<file path="src/rtl/apb_master.sv">
// apb_master: turns single local commands into APB SETUP/ACCESS transfers
// and returns one completion per command. Handles wait states, slave errors
// and an ACCESS-phase timeout. One transfer in flight at a time.
module apb_master #(
  parameter int DATA_WIDTH = 32,
  parameter int ADDR_WIDTH = 32,
  parameter int TIMEOUT    = 16
) (
  input  logic                  p_clk,
  input  logic                  p_reset,
  // local command port
  input  logic                  cmd_valid,
  output logic                  cmd_ready,
  input  logic                  cmd_write,
  input  logic [ADDR_WIDTH-1:0] cmd_addr,
  input  logic [DATA_WIDTH-1:0] cmd_wdata,
  // completion port
  output logic                  rsp_valid,
  input  logic                  rsp_ready,
  output logic [DATA_WIDTH-1:0] rsp_rdata,
  output logic                  rsp_err,
  output logic                  rsp_timeout,
  // APB requester port
  output logic                  p_sel,
  output logic                  p_enable,
  output logic                  p_write,
  output logic [ADDR_WIDTH-1:0] p_addr,
  output logic [DATA_WIDTH-1:0] p_wdata,
  input  logic                  p_ready,
  input  logic [DATA_WIDTH-1:0] p_rdata,
  input  logic                  p_slverr
);

  // Counter is kept at least one bit wide so TIMEOUT=0 still elaborates.
  localparam int CW = (TIMEOUT > 0) ? $clog2(TIMEOUT + 1) : 1;
  localparam logic [CW-1:0] CNT_LAST = CW'((TIMEOUT > 0) ? TIMEOUT - 1 : 0);

  typedef enum logic [1:0] {IDLE, SETUP, ACCESS, RESP} state_t;

  state_t        state, state_nxt;
  logic [CW-1:0] cnt;
  logic          cmd_fire;
  logic          timeout_hit;

  assign cmd_fire    = cmd_valid && cmd_ready;
  // A ready slave always wins over the timeout on the last allowed cycle.
  assign timeout_hit = (TIMEOUT != 0) && !p_ready && (cnt == CNT_LAST);

  // State register.
  always_ff @(posedge p_clk) begin
    if (p_reset) state <= IDLE;
    else         state <= state_nxt;
  end

  // Next-state and Moore-decoded control outputs.
  always_comb begin
    state_nxt = state;
    cmd_ready = 1'b0;
    p_sel     = 1'b0;
    p_enable  = 1'b0;
    rsp_valid = 1'b0;
    case (state)
      IDLE: begin
        cmd_ready = !p_reset;
        if (cmd_fire) state_nxt = SETUP;
      end
      SETUP: begin
        p_sel     = 1'b1;
        state_nxt = ACCESS;
      end
      ACCESS: begin
        p_sel    = 1'b1;
        p_enable = 1'b1;
        if (p_ready || timeout_hit) state_nxt = RESP;
      end
      RESP: begin
        rsp_valid = 1'b1;
        if (rsp_ready) state_nxt = IDLE;
      end
      default: state_nxt = IDLE;
    endcase
  end

  // Request latch, wait counter and completion capture.
  always_ff @(posedge p_clk) begin
    if (p_reset) begin
      p_write     <= 1'b0;
      p_addr      <= '0;
      p_wdata     <= '0;
      cnt         <= '0;
      rsp_rdata   <= '0;
      rsp_err     <= 1'b0;
      rsp_timeout <= 1'b0;
    end else begin
      case (state)
        IDLE: begin
          if (cmd_fire) begin
            p_write <= cmd_write;
            p_addr  <= cmd_addr;
            p_wdata <= cmd_wdata;
            cnt     <= '0;
          end
        end
        ACCESS: begin
          if (p_ready) begin
            rsp_rdata   <= p_write ? '0 : p_rdata;
            rsp_err     <= p_slverr;
            rsp_timeout <= 1'b0;
          end else if (timeout_hit) begin
            rsp_rdata   <= '0;
            rsp_err     <= 1'b1;
            rsp_timeout <= 1'b1;
          end else begin
            cnt <= cnt + CW'(1);
          end
        end
        default: ;
      endcase
    end
  end

endmodule

</file>
<file path="config.mk">
export PLATFORM = sky130hd
export DESIGN_NAME = apb_master
export DESIGN_NICKNAME = d
export VERILOG_FILES = /design/src/rtl/apb_master.sv
export SDC_FILE = /design/constraint.sdc
export NUM_CORES = 1
export LEC_CHECK = 0
export CORE_ASPECT_RATIO = 1.4
export CORE_MARGIN = 3
export CORE_UTILIZATION = 35
export DETAILED_ROUTE_END_ITERATION = 12
export PLACE_DENSITY_LB_ADDON = 0.15
export SETUP_SLACK_MARGIN = 0.02
export SLEW_MARGIN = 25
export SYNTH_ARGS = -nofsm -noshare
export SYNTH_HDL_FRONTEND = slang
export SYNTH_SLANG_ARGS = --single-unit
</file>
<file path="constraint.sdc">
create_clock -name p_clk -period 5.3 [get_ports p_clk]
set_clock_uncertainty 0.05 [all_clocks]
set_input_delay 1.59 -clock p_clk [delete_from_list [all_inputs] [get_ports p_clk]]
set_output_delay 1.59 -clock p_clk [all_outputs]
set_load 0.01 [all_outputs]
</file>
# == Yosys cells after proc, flatten, opt, wreduce, memory -nomap -nowiden ==
# Cells that the tools add are included.
# totals
register_bits,106
out_inout_bits,103
input_bits,103
# op_classes
n_eq_ne,9
add_sub_neg,1
n_mux,18
reduce_logical,13
# ops
operator,count
$mux W32,3
$mux W5,3
$ne A2 B2 Y1 const B,5
$pmux W5 S2,1
$pmux W2 S4,1
$mux W1,7
$mux W2,3
$add A5 B1 Y5 const B,1
$eq A5 B4 Y1 const B,1
$eq A2 B2 Y1 const B,2
$reduce_and A2 Y1,2
$reduce_and A4 Y1,1
$reduce_bool A2 Y1,2
$reduce_and A3 Y1,1
$eq A2 B1 Y1 const B,1
$logic_and A1 B1 Y1,2
$logic_not A1 Y1,2
$logic_not A2 Y1,1
$reduce_or A2 Y1,1
$logic_or A1 B1 Y1,1

# == Longest topological paths before layout ==
# Gate-level depths: netlist (run 1).
# depth
word_depth,5
ltp_mapped,7

# == Least setup slack after synthesis (run 1) ==
# OpenSTA, ideal clock, no wires.
# synth_timing
path_kind,in2out
start,in p_reset
end,out cmd_ready
arrival_ns,2.379
path_slack_ns,1.281
cell_stages,5
cell_sequence,buf_2 > buf_2 > buf_2 > buf_2 > nor2_1
# synth_via
elab_chain_cells,2
# synth_rtl
element,line,source
from (decl),10,"input logic p_reset,"
$logic_not A1 Y1,64,cmd_ready = !p_reset;
$mux W1,62,case (state)
to (decl),13,"output logic cmd_ready,"
# No other way between the ends.

# == Final worst setup path (run 1) ==
# Ends and elaborated chain as after synthesis.

==> run_results.csv, run 1 <==
group,metric,value,unit
setup_path,cpLargestDelayFamily,"buffers and inverters",
setup_path,critPathLaunchType,"input port",
timing,hold_violations,0,
final_layout,antenna_cells,0,
setup_path,crit_type,"in -> out",
run_status,status,"finished clean",
global_route,grt_pass1_wl,17680,µm
logic_synthesis,yosysWarnings,0,
setup_path,r2r_setup_slack,3180,ps
cts,cts_max_level,3,
setup_path,cp_cell_sequence,"buf_2 -> nor2_1 -> clkdlybuf4s50_1",
die,io_pins,206,
setup_path,slowest_stage,"clkdlybuf4s50_1",
logic_synthesis,synth_seq_cells,106,
flow_run,drv_cap,0,
drt,drt_wl_total,11250,µm
die,coreArea,0.01104,mm²
cts,hold_buffers,0,
cts,cts-root-buf,"clkbuf_16",
logic_synthesis,synthTopCellsByArea,"dfxtp_1 53%, nand2b_1 11%, o21ai_0 8.1%",
placement,io_buffers,205,
cts,cts_setup_buffers,0,
global_route,grt_max_degree,108,
setup_path,r2r_cells,5,
cts,clock_sinks,106,
drt,routed-via-count,3725,
logic_synthesis,synth_fa_ha_area_share,1.873,%
cts,cts_buffers,9,
final_layout,fin_util,58.12,%
cts,cts-resized-gates,0,
logic_synthesis,synth.net_count,565,
logic_synthesis,synth_top_family_by_area,"simple AND/OR/NAND/NOR gates",
global_route,grt_overflow_total,0,
setup_path,cpPeakStageDelay,570,ps
setup_path,path_buf_inv,2,
drt,drt-pass1-iter-count,4,
global_route,grt_pass1_vias,3613,
cts,clk_pin_slew_worst_paths,70,ps
cts,ctsLongestPathBuffers,2,
worst_hold_path,min-delay-start,"p_wdata[16]",
timing,fin_crit_sh,75.72,%
power,ir_drop,222.4,µV
logic_synthesis,yosysTopAreaCellShare,52.93,%
worst_hold_path,worstHoldPathCells,2,
placement,place.gp.congestion,0.7585,
die,start_util,36.33,%
timing,slew-limit-headroom,36.84,%
logic_synthesis,yosysSeqAreaShare,52.93,%
drt,initialDrtViolationCount,124,
placement,place_hpwl,8132,µm
setup_path,arrival,2370,ps
setup_path,worstSetupEndpointType,"primary output",
global_route,antenna_found_initial,0,
timing,drv_slew,0,
timing,rsz0062_at_grt,"false",
timing,setup_tns,0,ps
logic_synthesis,synth.distinct_cells,34,
cts,cts_tree,"yes",
logic_synthesis,synth_compound_area_share,16.85,%
timing,finalSetupViolations,0,
final_layout,drive_gt1_share,3.876,%
die,die_x,96.45,µm
logic_synthesis,yosys.area_share.simple,23.41,%
drt,drc,0,
die,die_h,132.6,µm
setup_path,rr_startpoint,"state[0]",
logic_synthesis,synth_xor_area_share,0,%
logic_synthesis,synth_flop_cell,"dfxtp_1",
die,fp.dieArea,0.01279,mm²
logic_synthesis,async_flop_share,0,%
logic_synthesis,muxShareOfSynthArea,0.2497,%
logic_synthesis,synth-edff-count,0,
worst_hold_path,hp-class,"reg -> reg",
power,powerDensity,392.2,mW/mm²
final_layout,syn2layout_area_growth,59.99,%
drt,vias_per_cell,4.739,
drt,wl_per_cell,14.32,µm
logic_synthesis,yosys.area.top_type,"dfxtp_1",
logic_synthesis,ys_top_cells_by_count,"106 x dfxtp_1, 70 x nand2b_1, 66 x nand2_1",
worst_hold_path,min_to,"p_wdata[16]",
final_layout,nets,749,
timing,period_minus_slack,4013,ps
setup_path,worstReg2RegEnd,"p_addr[26]",
timing,worst_pin_slew,947.4,ps
logic_synthesis,yosys.cell_count.top_type,"dfxtp_1",
timing,max_freq,0.2492,GHz
logic_synthesis,avgSynthCellArea,8.791,µm²
setup_path,critPathRequiredTime,3660,ps
setup_path,cp_max_fo,2,
global_route,globalRouteTotalUtil,17.51,%
power,p_leak,0.002295,µW
logic_synthesis,syn_area,0.004009,mm²
drt,antenna_left,0,
die,fp-row-count,45,
cts,clock_latency,340,ps
logic_synthesis,syn-instance-count,456,
==> power breakdown <==
group / total (µW) / switching [µW] / leakage, µW / internal [µW]
sequential: 1020 / 75.5 / 0.000866 / 941
combinational: 803 / 373 / 0.00128 / 430
clock: 696 / 282 / 0.000153 / 414
==> worst max path at each step <==
stage	start	to	slack, ps	depth (start not counted)
after detailed placement	p_reset	cmd_ready	1290	3
final	p_reset	cmd_ready	1290	3
after floorplan	p_reset	cmd_ready	1280	5
after CTS	p_reset	cmd_ready	1280	3
after global placement	p_reset	cmd_ready	1290	3
after global routing	p_reset	cmd_ready	1240	3
==> cell type report <==
class / count / area (µm²)
clock inverter: 5 / 78.83
tap: 141 / 176.4
clock buffer: 11 / 232.7
sequential: 106 / 2122
timing repair buffer: 209 / 2077
multi-input combinational: 309 / 1708
inverter: 5 / 18.77
fill: 1038 / 4622
==> logic make-up (layout without fill, tap and decap cells) <==
| family | after synthesis | in the layout |
|---|---|---|
| AOI/OAI and AO/OA | 112 | 112 |
| muxes | 1 | 1 |
| adders and majority gates | 6 | 6 |
| DFF | 106 | 106 |
| buffers and inverters | 41 | 230 |
| and+or+nand+nor | 190 | 190 |
==> layer usage <==
metal  up-vias  track usage [%]  wire (µm)
met2       137            29.84       5584
met3        11            7.338       1167
met1      1686            19.15       4351
li1       1891                -          -
met4         0            6.084        149
met5         -                0          0
==> registers in the layout, summed over array words and instances (netlist names) <==
signal and cells:
p_addr 32, p_wdata 32, rsp_rdata 32, cnt 5
state 2, p_write 1, rsp_err 1, rsp_timeout 1
==> tightest hold or removal path, delay by kind of cell (launching register included) <==
kind | cells | cell delay (ps)
DFF | 1 | 310
and+or+nand+nor | 1 | 60
AOI/OAI and AO/OA | 1 | 60
==> through the flow <==
stage / area, µm² / instances / hold slack (ps) / setup WS, ps / power, µW
finish: 6414 / 786 / 422.4 / 1287 / 2516
global route: 6414 / 786 / 443.7 / 1243 / 2668
CTS: 6414 / 786 / 426.4 / 1283 / 2554
detailed placement: 6102 / 770 / 416.1 / 1285 / 1845
global placement: 6101 / 770 / 404.2 / 1294 / 1829
floorplan: 4009 / 456 / 383.2 / 1281 / 1405
==> placed cells by master, fill, tap and decap left out, types with 3 or more instances in the layout <==
cell and instances:
nor2_1 36, clkbuf_16 9, nand2b_1 70, a22oi_1 32, o21ai_0 65, nand2_1 66
clkdlybuf4s50_1 204, dfxtp_1 106, inv_1 5, nor2b_1 3, nand3_1 3, ha_1 6
buf_4 4, a31oi_1 5
(Power assumes the default switching activity.)
==> inputs of run 2 (changes only) <==
clock period = 3.92 ns   (was 5.3 ns; I/O delays follow)
==> run_results.csv, run 2 (synthesized netlist as in run 1, its figures left out) <==
group,metric,value,unit
timing,rsz0062_at_grt,"false",
setup_path,r2r_cells,7,
setup_path,cpLargestDelayFamily,"buffers and inverters",
timing,worst_pin_slew,939.4,ps
cts,cts_buffers,9,
placement,place.gp.congestion,0.7552,
cts,clock_sinks,106,
final_layout,layout_common_cells,"204 x clkdlybuf4s50_1, 106 x dfxtp_1, 70 x nand2b_1, 66 x nand2_1, 65 x o21ai_0",
die,die_h,132.6,µm
die,start_util,36.33,%
cts,clk_pin_slew_worst_paths,70,ps
cts,cts_max_level,3,
final_layout,top_regs,"p_addr x32, p_wdata x32, rsp_rdata x32",
final_layout,final_common_cell,"clkdlybuf4s50_1",
cts,clock_latency,340,ps
timing,setup_tns,0,ps
global_route,gr-max-usage-layer,"met2",
drt,vias_per_cell,4.765,
timing,hold_slack,422.2,ps
cts,hold_buffers,0,
final_layout,drive_gt1_share,3.721,%
global_route,grtUsageMet1,19.56,%
global_route,use_met2,28.80,%
drt,drc,0,
die,coreArea,0.01104,mm²
cts,ctsLongestPathBuffers,2,
final_layout,fill_cells,995,
timing,fin_ws,733.9,ps
setup_path,r2r_setup_slack,1950,ps
timing,max_freq,0.3139,GHz
placement,postPlaceCellArea,0.006113,mm²
setup_path,rr_startpoint,"cnt[1]",
timing,finalSetupViolations,0,
placement,place_hpwl,7830,µm
worst_hold_path,min_to,"p_addr[31]",
final_layout,syn2layout_area_growth,60.86,%
drt,initialDrtViolationCount,104,
worst_hold_path,hp-class,"reg -> reg",
die,fp-row-count,45,
setup_path,crit_type,"in -> out",
die,io_pins,206,
drt,drt_wl_total,11140,µm
die,fp.dieArea,0.01279,mm²
global_route,grt_overflow_total,0,
global_route,antenna_found_initial,0,
run_status,status,"finished clean",
timing,period_minus_slack,3186,ps
setup_path,arrival,1960,ps
global_route,grt_max_degree,131,
timing,fin_crit_sh,81.28,%
cts,cts_setup_buffers,0,
drt,drt-pass1-iter-count,4,
setup_path,critPathLaunchType,"input port",
power,ir_drop,282.8,µV
die,die_x,96.45,µm
timing,slew-limit-headroom,37.37,%
worst_hold_path,min-delay-start,"p_addr[31]",
cts,cts-root-buf,"clkbuf_16",
placement,io_buffers,205,
setup_path,path_buf_inv,2,
setup_path,critPathRequiredTime,2690,ps
final_layout,finalInstanceArea,0.006449,mm²
final_layout,nets,749,
cts,cts_tree,"yes",
placement,dpl_worst_slack,725.9,ps
drt,antenna_left,0,
setup_path,cp_cell_sequence,"buf_2 -> nor2_1 -> clkdlybuf4s50_1",
drt,wl_per_cell,14.17,µm
worst_hold_path,worstHoldPathCells,2,
setup_path,slowest_stage,"clkdlybuf4s50_1",
power,powerDensity,539.0,mW/mm²
drt,routed-via-count,3745,
global_route,grt_pass1_vias,3590,
setup_path,cpPeakStageDelay,570,ps
global_route,grt_pass1_wl,17500,µm
power,p_leak,0.002305,µW
setup_path,worstReg2RegEnd,"cnt[2]",
flow_run,drv_cap,0,
timing,hold_violations,0,
final_layout,antenna_cells,0,
setup_path,cp_max_fo,2,
global_route,use_met3,6.257,%
cts,cts-resized-gates,0,
setup_path,worstSetupEndpointType,"primary output",
timing,drv_slew,0,
global_route,globalRouteTotalUtil,17.12,%
==> run 2: area by class of cell <==
class / instances / area (µm²) / share of cell area [%]
flip-flops and latches: 106 / 2122 / 32.91
inverters: 5 / 18.77 / 0.2910
clock buffers: 11 / 232.7 / 3.609
well taps: 141 / 176.4 / 2.736
multi-input cells: 309 / 1707 / 26.46
repair buffers: 209 / 2090 / 32.40
clock inverters: 5 / 102.6 / 1.591
==> run 2: worst max-delay path by stage <==
stage | from | to | slack (ps) | cells past startpoint
finish | p_reset | cmd_ready | 730 | 3
global route | p_reset | cmd_ready | 710 | 3
CTS | p_reset | cmd_ready | 730 | 3
detailed placement | p_reset | cmd_ready | 730 | 3
global placement | p_reset | cmd_ready | 760 | 3
floorplan | p_reset | cmd_ready | 730 | 5
==> run 2: per-layer routing <==
metal / up-vias / part of all wire (%)
li1: 1891 / -
met1: 1699 / 40
met5: - / 0
met4: 0 / 1.5
met3: 13 / 10
met2: 142 / 48
==> run 2: metrics by stage <==
stage | cells | utilization [%] | total power [µW]
3_5_place_dp | 770 | 55.40 | 2497
5_1_grt | 786 | 58.44 | 3661
4_1_cts | 786 | 58.44 | 3521
6_report | 786 | 58.44 | 3476
3_3_place_gp | 770 | 55.40 | 2474
2_1_floorplan | 456 | - | 1900
==> run 2: report_power, final <==
| group | total, µW | internal, µW | switching [µW] |
|---|---|---|---|
| combinational | 1090 | 587 | 504 |
| sequential | 1370 | 1270 | 102 |
| clock | 1010 | 624 | 387 |
==> run 2: worst reg2reg max path: stages (launching register included) <==
cell and delay (ps):
dfxtp_1 340, ha_1 230, and3_1 200, ha_1 220, o21ai_2 120, buf_4 340
a31o_2 250, a31oi_1 90
